--- config.mk ---
export PLATFORM = sky130hd
export DESIGN_NAME = pipeline_elastic_stage
export DESIGN_NICKNAME = d
export VERILOG_FILES = /design/src/rtl/pipeline_elastic_stage.sv
export SDC_FILE = /design/constraint.sdc
export NUM_CORES = 1
export LEC_CHECK = 0
export CAP_MARGIN = 20
export CORE_MARGIN = 5
export CORE_UTILIZATION = 30
export CTS_CLUSTER_SIZE = 12
export DETAILED_ROUTE_END_ITERATION = 10
export PLACE_DENSITY_LB_ADDON = 0.1
export SYNTH_ARGS = -nofsm -noshare
export SYNTH_HDL_FRONTEND = slang
export SYNTH_SLANG_ARGS = --single-unit
--- constraint.sdc ---
create_clock -name clk -period 4.42 [get_ports clk]
set_clock_uncertainty 0.05 [all_clocks]
set_input_delay 0.663 -clock clk [delete_from_list [all_inputs] [get_ports clk]]
set_output_delay 0.663 -clock clk [all_outputs]
set_load 0.1 [all_outputs]
--- src/rtl/pipeline_elastic_stage.sv ---
// Elastic pipeline register: circular buffer of DEPTH slots with valid/ready on both sides.
// Optional PIPELINE_ELASTIC_STAGE_PERF_EN adds saturating stall/bubble cycle counters.
module pipeline_elastic_stage #(
    parameter int unsigned DATA_WIDTH      = 32,
    parameter int unsigned DEPTH           = 2,
    parameter bit          ZERO_WHEN_EMPTY = 1'b1,
    parameter int unsigned CNT_WIDTH       = $clog2(DEPTH + 1)
) (
    input  logic                  clk,
    input  logic                  rst,
    input  logic                  flush,
    input  logic                  stall,
    input  logic                  in_valid,
    output logic                  in_ready,
    input  logic [DATA_WIDTH-1:0] in_data,
    output logic                  out_valid,
    input  logic                  out_ready,
    output logic [DATA_WIDTH-1:0] out_data,
    output logic [CNT_WIDTH-1:0]  count
`ifdef PIPELINE_ELASTIC_STAGE_PERF_EN
    ,
    output logic [31:0]           stall_cycles,
    output logic [31:0]           bubble_cycles
`endif
);

    localparam int unsigned          PtrW    = (DEPTH > 1) ? $clog2(DEPTH) : 1;
    localparam logic [CNT_WIDTH-1:0] DepthC  = CNT_WIDTH'(DEPTH);
    localparam logic [PtrW-1:0]      LastPtr = PtrW'(DEPTH - 1);

    logic [DATA_WIDTH-1:0] mem_q [DEPTH];
    logic [PtrW-1:0]       wr_ptr_q, wr_ptr_d;
    logic [PtrW-1:0]       rd_ptr_q, rd_ptr_d;
    logic [CNT_WIDTH-1:0]  occ_q, occ_d;
    logic                  enq, deq;

    // Readiness uses registered occupancy only, so a full buffer never accepts even while draining.
    assign in_ready  = !stall && (occ_q < DepthC);
    assign out_valid = !stall && (occ_q != '0);
    assign enq       = in_valid && in_ready;
    assign deq       = out_valid && out_ready;
    assign count     = occ_q;

    always_comb begin
        out_data = mem_q[rd_ptr_q];
        if (ZERO_WHEN_EMPTY && !out_valid) begin
            out_data = '0;
        end
    end

    always_comb begin
        wr_ptr_d = wr_ptr_q;
        rd_ptr_d = rd_ptr_q;
        occ_d    = occ_q;
        if (flush) begin
            wr_ptr_d = '0;
            rd_ptr_d = '0;
            occ_d    = '0;
        end else begin
            if (enq) begin
                wr_ptr_d = (wr_ptr_q == LastPtr) ? '0 : wr_ptr_q + 1'b1;
            end
            if (deq) begin
                rd_ptr_d = (rd_ptr_q == LastPtr) ? '0 : rd_ptr_q + 1'b1;
            end
            unique case ({enq, deq})
                2'b10:   occ_d = occ_q + 1'b1;
                2'b01:   occ_d = occ_q - 1'b1;
                default: occ_d = occ_q;
            endcase
        end
    end

    always_ff @(posedge clk or posedge rst) begin
        if (rst) begin
            wr_ptr_q <= '0;
            rd_ptr_q <= '0;
            occ_q    <= '0;
        end else begin
            wr_ptr_q <= wr_ptr_d;
            rd_ptr_q <= rd_ptr_d;
            occ_q    <= occ_d;
        end
    end

    // Payload slots are deliberately left out of reset.
    always_ff @(posedge clk) begin
        if (enq && !flush) begin
            mem_q[wr_ptr_q] <= in_data;
        end
    end

`ifdef PIPELINE_ELASTIC_STAGE_PERF_EN
    logic [31:0] stall_cnt_q;
    logic [31:0] bubble_cnt_q;

    always_ff @(posedge clk or posedge rst) begin
        if (rst) begin
            stall_cnt_q  <= '0;
            bubble_cnt_q <= '0;
        end else begin
            if (in_valid && !in_ready && (stall_cnt_q != 32'hFFFF_FFFF)) begin
                stall_cnt_q <= stall_cnt_q + 32'd1;
            end
            if (out_ready && !out_valid && (bubble_cnt_q != 32'hFFFF_FFFF)) begin
                bubble_cnt_q <= bubble_cnt_q + 32'd1;
            end
        end
    end

    assign stall_cycles  = stall_cnt_q;
    assign bubble_cycles = bubble_cnt_q;
`endif

endmodule

==> results of run 1 <==
## cell usage in the layout (no fill, tap or decap), drive strengths merged
| cell | n |
|---|---|
| edfxtp | 64 |
| clkdlybuf4s50 | 39 |
| buf | 35 |
| nor2 | 34 |
| mux2i | 32 |
| clkbuf | 9 |
| inv | 4 |
| dfrtp | 4 |
| o21ai | 3 |
| a21oi | 3 |
| clkinv | 3 |
| nor3b | 2 |
| xnor2 | 2 |
| clkinvlp | 2 |
| o21bai | 1 |
| or3 | 1 |
| nor2b | 1 |
| mux2 | 1 |
| a311oi | 1 |
| and4b | 1 |
| nor4bb | 1 |
| bufinv | 1 |
## power by group through the flow
stage / combinational, mW / clock, mW / sequential (mW)
after floorplan: 0.116 / 0 / 0.746
after global placement: 0.184 / 0 / 0.746
after detailed placement: 0.185 / 0 / 0.747
after CTS: 0.185 / 0.499 / 0.732
after global routing: 0.192 / 0.534 / 0.733
final: 0.182 / 0.484 / 0.732
## how the worst max path moves through the flow
| stage | slack (ns) | to | cells after the start |
|---|---|---|---|
| floorplan | 0.02 | mem_q[0][0] | 2 |
| global placement | 1.55 | out_data[10] | 4 |
| detailed placement | 1.55 | out_data[31] | 4 |
| CTS | 1.55 | out_data[31] | 4 |
| global route | 1.46 | out_data[19] | 4 |
| finish | 1.57 | out_data[31] | 4 |
## logic make-up after synthesis
logic type | share of synthesized area
flip-flops | 0.763
XOR/XNOR | 0.00661
AO/OA/AOI/OAI | 0.0189
buffers and inverters | 0.0208
AND/OR/NAND/NOR | 0.0661
multiplexers | 0.125
## metrics by stage
step	hold WS (ns)	worst slack [ns]
finish	0.465	1.57
global route	0.477	1.46
CTS	0.458	1.55
detailed placement	0.559	1.55
global placement	0.557	1.55
floorplan	0.379	0.0159
## state kept, by name (all words and copies together) (netlist names)
signal	count
count	2
mem_q	64
rd_ptr_q	1
wr_ptr_q	1
## synth_stat cells
library cell,instances
edfxtp_1,64
or3_1,1
nor2_1,34
and4b_1,1
a21oi_1,3
nor3b_1,2
xnor2_1,2
buf_4,2
nor2b_1,1
buf_2,5
o21bai_2,1
mux2i_1,32
dfrtp_1,4
a311oi_1,1
inv_1,4
o21ai_0,3
nor4bb_1,1
mux2_2,1
## layout make-up
type | count | area (sq um) | share of cell area
timing repair buffer | 74 | 653 | 0.181
clock inverter | 6 | 66.3 | 0.0183
multi-input combinational | 83 | 601 | 0.166
inverter | 4 | 15.0 | 0.00415
clock buffer | 9 | 124 | 0.0342
tap | 108 | 135 | 0.0374
sequential | 68 | 2020 | 0.559
## metal layers
layer	up-vias	GRT usage
met5	-	0
met3	7	0.0335
met2	43	0.150
li1	757	-
met4	0	0.0444
met1	740	0.120
==> impl_metrics.env, run 1 <==
export IMPL_status="complete, no violations"
export IMPL_startpoint="stall"
export IMPL_setup_viol=0
export IMPL_ctsResizeCount=0
export IMPL_internal_power_mw=1.04
export IMPL_drt_iter0_drc=34
export IMPL_sw_frac_of_total=0.257
export IMPL_die_area_sq_mm=0.0108
export IMPL_grt_max_degree=36
export IMPL_r2r_slack_ns=2.48
export IMPL_hpwl_um=3280
export IMPL_fillCellCount=836
export IMPL_total_power_mw=1.40
export IMPL_cp_arrival_ns=2.14
export IMPL_ys_ff_latch=68
export IMPL_clock_path_buffers=2
export IMPL_cts_hold_buf=0
export IMPL_period_minus_slack_ns=2.85
export IMPL_path_clk_slew_ns=0.07
export IMPL_fin_crit_sh=0.644
export IMPL_wl_met3_um=264
export IMPL_drive_gt1_frac=0.225
export IMPL_tightest_slew_ns=1.00
export IMPL_worstSetupPathType="primary input to output pin"
export IMPL_syn_avg_cell_area_sq_um=16.4
export IMPL_num_vias=1547
export IMPL_start_kind="primary input"
export IMPL_max_freq_ghz=0.351
export IMPL_core_sq_mm=0.00868
export IMPL_slew_viol_final=0
export IMPL_initial_core_util=0.306
export IMPL_yosys_warnings=0
export IMPL_clk_latency_ns=0.33
export IMPL_wl_met2_um=2550
export IMPL_syn_to_final_growth_pct=36.4
export IMPL_critPathMaxStageDelay_ns=0.50
export IMPL_required_ns=3.71
export IMPL_postCtsSetupBuffers=0
export IMPL_layoutNonFillerInstCount=352
export IMPL_yosys_area_top_type_share=0.725
export IMPL_fp_dieH_um=104
export IMPL_wl_um=5150
export IMPL_gp_congestion=0.652
export IMPL_reg2reg_depth=2
export IMPL_gr_total_overflow=0
export IMPL_grt_pass1_wl_um=8120
export IMPL_final_cell_area_sq_mm=0.00362
export IMPL_drtAntennaViolNets=0
export IMPL_rr_endpoint="mem_q[1][17]"
export IMPL_yosys_area_top_type="edfxtp_1"
export IMPL_p_leak_nw=1.24
export IMPL_hold_class="primary input to async pin"
export IMPL_yosysSeqAreaShare=0.763
export IMPL_p_switching_uw=359
export IMPL_slew_headroom=0.331
export IMPL_die_x_um=104
export IMPL_tritoncts="yes"
export IMPL_path_buf_inv=2
export IMPL_worstPathCellList="clkdlybuf4s50_1 > o21bai_4 > nor2_1 > buf_4"
export IMPL_finalCoreUtilization=0.417
export IMPL_drtPass1Iterations=3
export IMPL_post_synth_num_cell_types=18
export IMPL_wl_per_cell_um=14.6
export IMPL_end_kind="output pin"
export IMPL_netlist_instances=162
export IMPL_rsz0062_at_grt="no"
export IMPL_synthTopCellsByArea="edfxtp_1 (72%), mux2i_1 (12%), nor2_1 (4.8%)"
export IMPL_cts_htree_levels=3
export IMPL_cts_made_buffers=9
export IMPL_antenna_found_initial=0
export IMPL_clock_root_buffer="clkbuf_8"
export IMPL_synth_area_sq_mm=0.00265
export IMPL_track_usage=0.0964
export IMPL_drc_errors=0
export IMPL_top_layer_used="met4"
export IMPL_totalNegativeSetupSlack_ns=0
export IMPL_dp_cells=337
export IMPL_critPathMaxFanout=35
export IMPL_hold_viol_final=0
export IMPL_power_frac_clock=0.346
export IMPL_fin_nets=278
export IMPL_synth_fp_nets=200
export IMPL_ir_drop_mv=0.146
export IMPL_first_global_vias=1586
export IMPL_antenna_cells=0
export IMPL_critical_path_slowest_cell="clkdlybuf4s50_1"
export IMPL_via_per_inst=4.39
export IMPL_numClockSinks=68
export IMPL_met1Wirelength_um=2270
export IMPL_seqPwrFrac=0.523
export IMPL_dpl_cell_area_sq_mm=0.00343
export IMPL_ioPinCount=74
export IMPL_path_delay_family="buffers and inverters"
export IMPL_rows=34
export IMPL_comb_power_share=0.130
export IMPL_r2r_start="count[1]"
export IMPL_port_buffers=73
export IMPL_drv_cap=0
export IMPL_powerDensity_mw_per_mm2=387
No activity file was read; power rests on OpenSTA's default activity.
==> run 2, diff against run 1 <==
- clock period: 4.42 -> 2.97 ns (I/O delays scaled with it)
==> impl_metrics.env, run 2 (synthesis gave the netlist of run 1 again) <==
export IMPL_wl_per_cell_um=15.0
export IMPL_multi_input_area_sq_um=606
export IMPL_setup_viol=0
export IMPL_start_kind="flop"
export IMPL_total_power_mw=2.22
export IMPL_period_minus_slack_ns=2.53
export IMPL_wl_met2_um=2700
export IMPL_fp_dieH_um=104
export IMPL_reg2reg_depth=3
export IMPL_antenna_found_initial=0
export IMPL_end_kind="output pin"
export IMPL_drv_cap=0
export IMPL_rows=34
export IMPL_finalCoreUtilization=0.472
export IMPL_gp_congestion=0.705
export IMPL_rsz0062_at_grt="no"
export IMPL_drive_gt1_frac=0.246
export IMPL_num_vias=1570
export IMPL_hold_viol_final=0
export IMPL_cts_htree_levels=3
export IMPL_wl_met3_um=328
export IMPL_final_cell_mix="edfxtp_1 (64), clkdlybuf4s50_1 (37), buf_12 (34)"
export IMPL_clock_path_buffers=2
export IMPL_drtPass1Iterations=4
export IMPL_via_per_inst=4.41
export IMPL_die_x_um=104
export IMPL_drtAntennaViolNets=0
export IMPL_required_ns=2.47
export IMPL_regMostFlops="mem_q"
export IMPL_internal_power_mw=1.67
export IMPL_fin_nets=281
export IMPL_syn_to_final_growth_pct=54.4
export IMPL_numClockSinks=68
export IMPL_initial_core_util=0.306
export IMPL_hpwl_um=3570
export IMPL_ioPinCount=74
export IMPL_first_global_vias=1768
export IMPL_fillCellCount=794
export IMPL_grt_max_degree=36
export IMPL_antenna_cells=0
export IMPL_die_area_sq_mm=0.0108
export IMPL_cts_made_buffers=9
export IMPL_core_sq_mm=0.00868
export IMPL_worstSetupPathType="flop to output pin"
export IMPL_r2r_start="count[1]"
export IMPL_ir_drop_mv=0.268
export IMPL_grt_pass1_wl_um=8940
export IMPL_drt_iter0_drc=48
export IMPL_slew_headroom=0.418
export IMPL_met1Wirelength_um=2260
export IMPL_top_layer_used="met4"
export IMPL_seqPwrFrac=0.488
export IMPL_clock_root_buffer="clkbuf_8"
export IMPL_tightest_slew_ns=0.870
export IMPL_slew_viol_final=0
export IMPL_rr_endpoint="mem_q[0][18]"
export IMPL_fin_crit_sh=0.851
export IMPL_path_clk_slew_ns=0.07
export IMPL_drc_errors=0
export IMPL_p_leak_nw=1.37
export IMPL_ctsResizeCount=0
export IMPL_comb_power_share=0.144
export IMPL_clk_latency_ns=0.34
export IMPL_r2r_slack_ns=1.15
export IMPL_wl_um=5360
export IMPL_cp_arrival_ns=2.03
export IMPL_largest_reg_flops=64
export IMPL_tritoncts="yes"
export IMPL_critPathMaxFanout=35
export IMPL_final_common_cell="edfxtp_1"
export IMPL_max_freq_ghz=0.396
export IMPL_seq_area_sq_mm=0.00203
export IMPL_track_usage=0.106
export IMPL_cts_hold_buf=0
export IMPL_port_buffers=73
export IMPL_postCtsSetupBuffers=0
export IMPL_hold_class="primary input to async pin"
export IMPL_p_switching_uw=551
export IMPL_powerDensity_mw_per_mm2=543
export IMPL_power_frac_clock=0.368
export IMPL_gr_total_overflow=0
export IMPL_sw_frac_of_total=0.248
export IMPL_status="complete, no violations"
[run 2: changes by cell type in the layout (fill, tap and decap cells not counted)]
cell | previous run | this run
clkbuf_1 | 0 | 1
nor2_2 | 1 | 0
inv_6 | 0 | 1
dfrtp_4 | 0 | 1
buf_4 | 35 | 6
clkinv_4 | 2 | 0
nor2_4 | 0 | 1
clkdlybuf4s50_1 | 39 | 37
bufinv_16 | 1 | 2
dfrtp_1 | 3 | 2
buf_12 | 0 | 34
[run 2: per-layer routing]
metal	track usage	vias up
met2	0.172	45
met1	0.122	758
met4	0.0472	0
met5	0	-
met3	0.0478	7
li1	-	760
[run 2: area by class of cell]
cell class | count | share of cell area
inverter | 4 | 0.00367
multi-input combinational | 83 | 0.148
timing repair buffer | 77 | 0.268
clock inverter | 6 | 0.0214
sequential | 68 | 0.495
tap | 108 | 0.0330
clock buffer | 10 | 0.0312
[run 2: worst max path at each step]
stage	start	to	slack (ns)	cells past startpoint
floorplan	count[0]	out_data[0]	-0.20	3
global placement	stall	out_data[31]	0.46	4
detailed placement	stall	out_data[31]	0.44	4
CTS	count[1]	out_data[31]	0.32	3
global route	count[1]	out_data[31]	0.22	3
finish	count[1]	out_data[28]	0.44	3
[run 2: critical path, stage by stage, from the launching register on]
cell and delay (ns):
dfrtp_4 0.54, o21bai_4 0.70, nor2_1 0.22, buf_12 0.23
[run 2: metrics by stage]
stage | area, sq um | setup slack (ns) | TNS [ns] | std cells | hold slack [ns]
2_1_floorplan | 2680 | -0.200 | -6.07 | 162 | 0.162
3_3_place_gp | 3880 | 0.458 | 0 | 340 | 0.556
3_5_place_dp | 3880 | 0.445 | 0 | 340 | 0.559
4_1_cts | 4090 | 0.321 | 0 | 356 | 0.236
5_1_grt | 4090 | 0.216 | 0 | 356 | 0.245
6_report | 4090 | 0.442 | 0 | 356 | 0.242
[run 2: power groups by stage]
stage / clock, mW / combinational (mW) / sequential, mW
6_report: 0.819 / 0.320 / 1.09
5_1_grt: 0.891 / 0.336 / 1.09
4_1_cts: 0.840 / 0.324 / 1.09
3_5_place_dp: 0 / 0.323 / 1.11
3_3_place_gp: 0 / 0.322 / 1.11
2_1_floorplan: 0 / 0.174 / 1.11
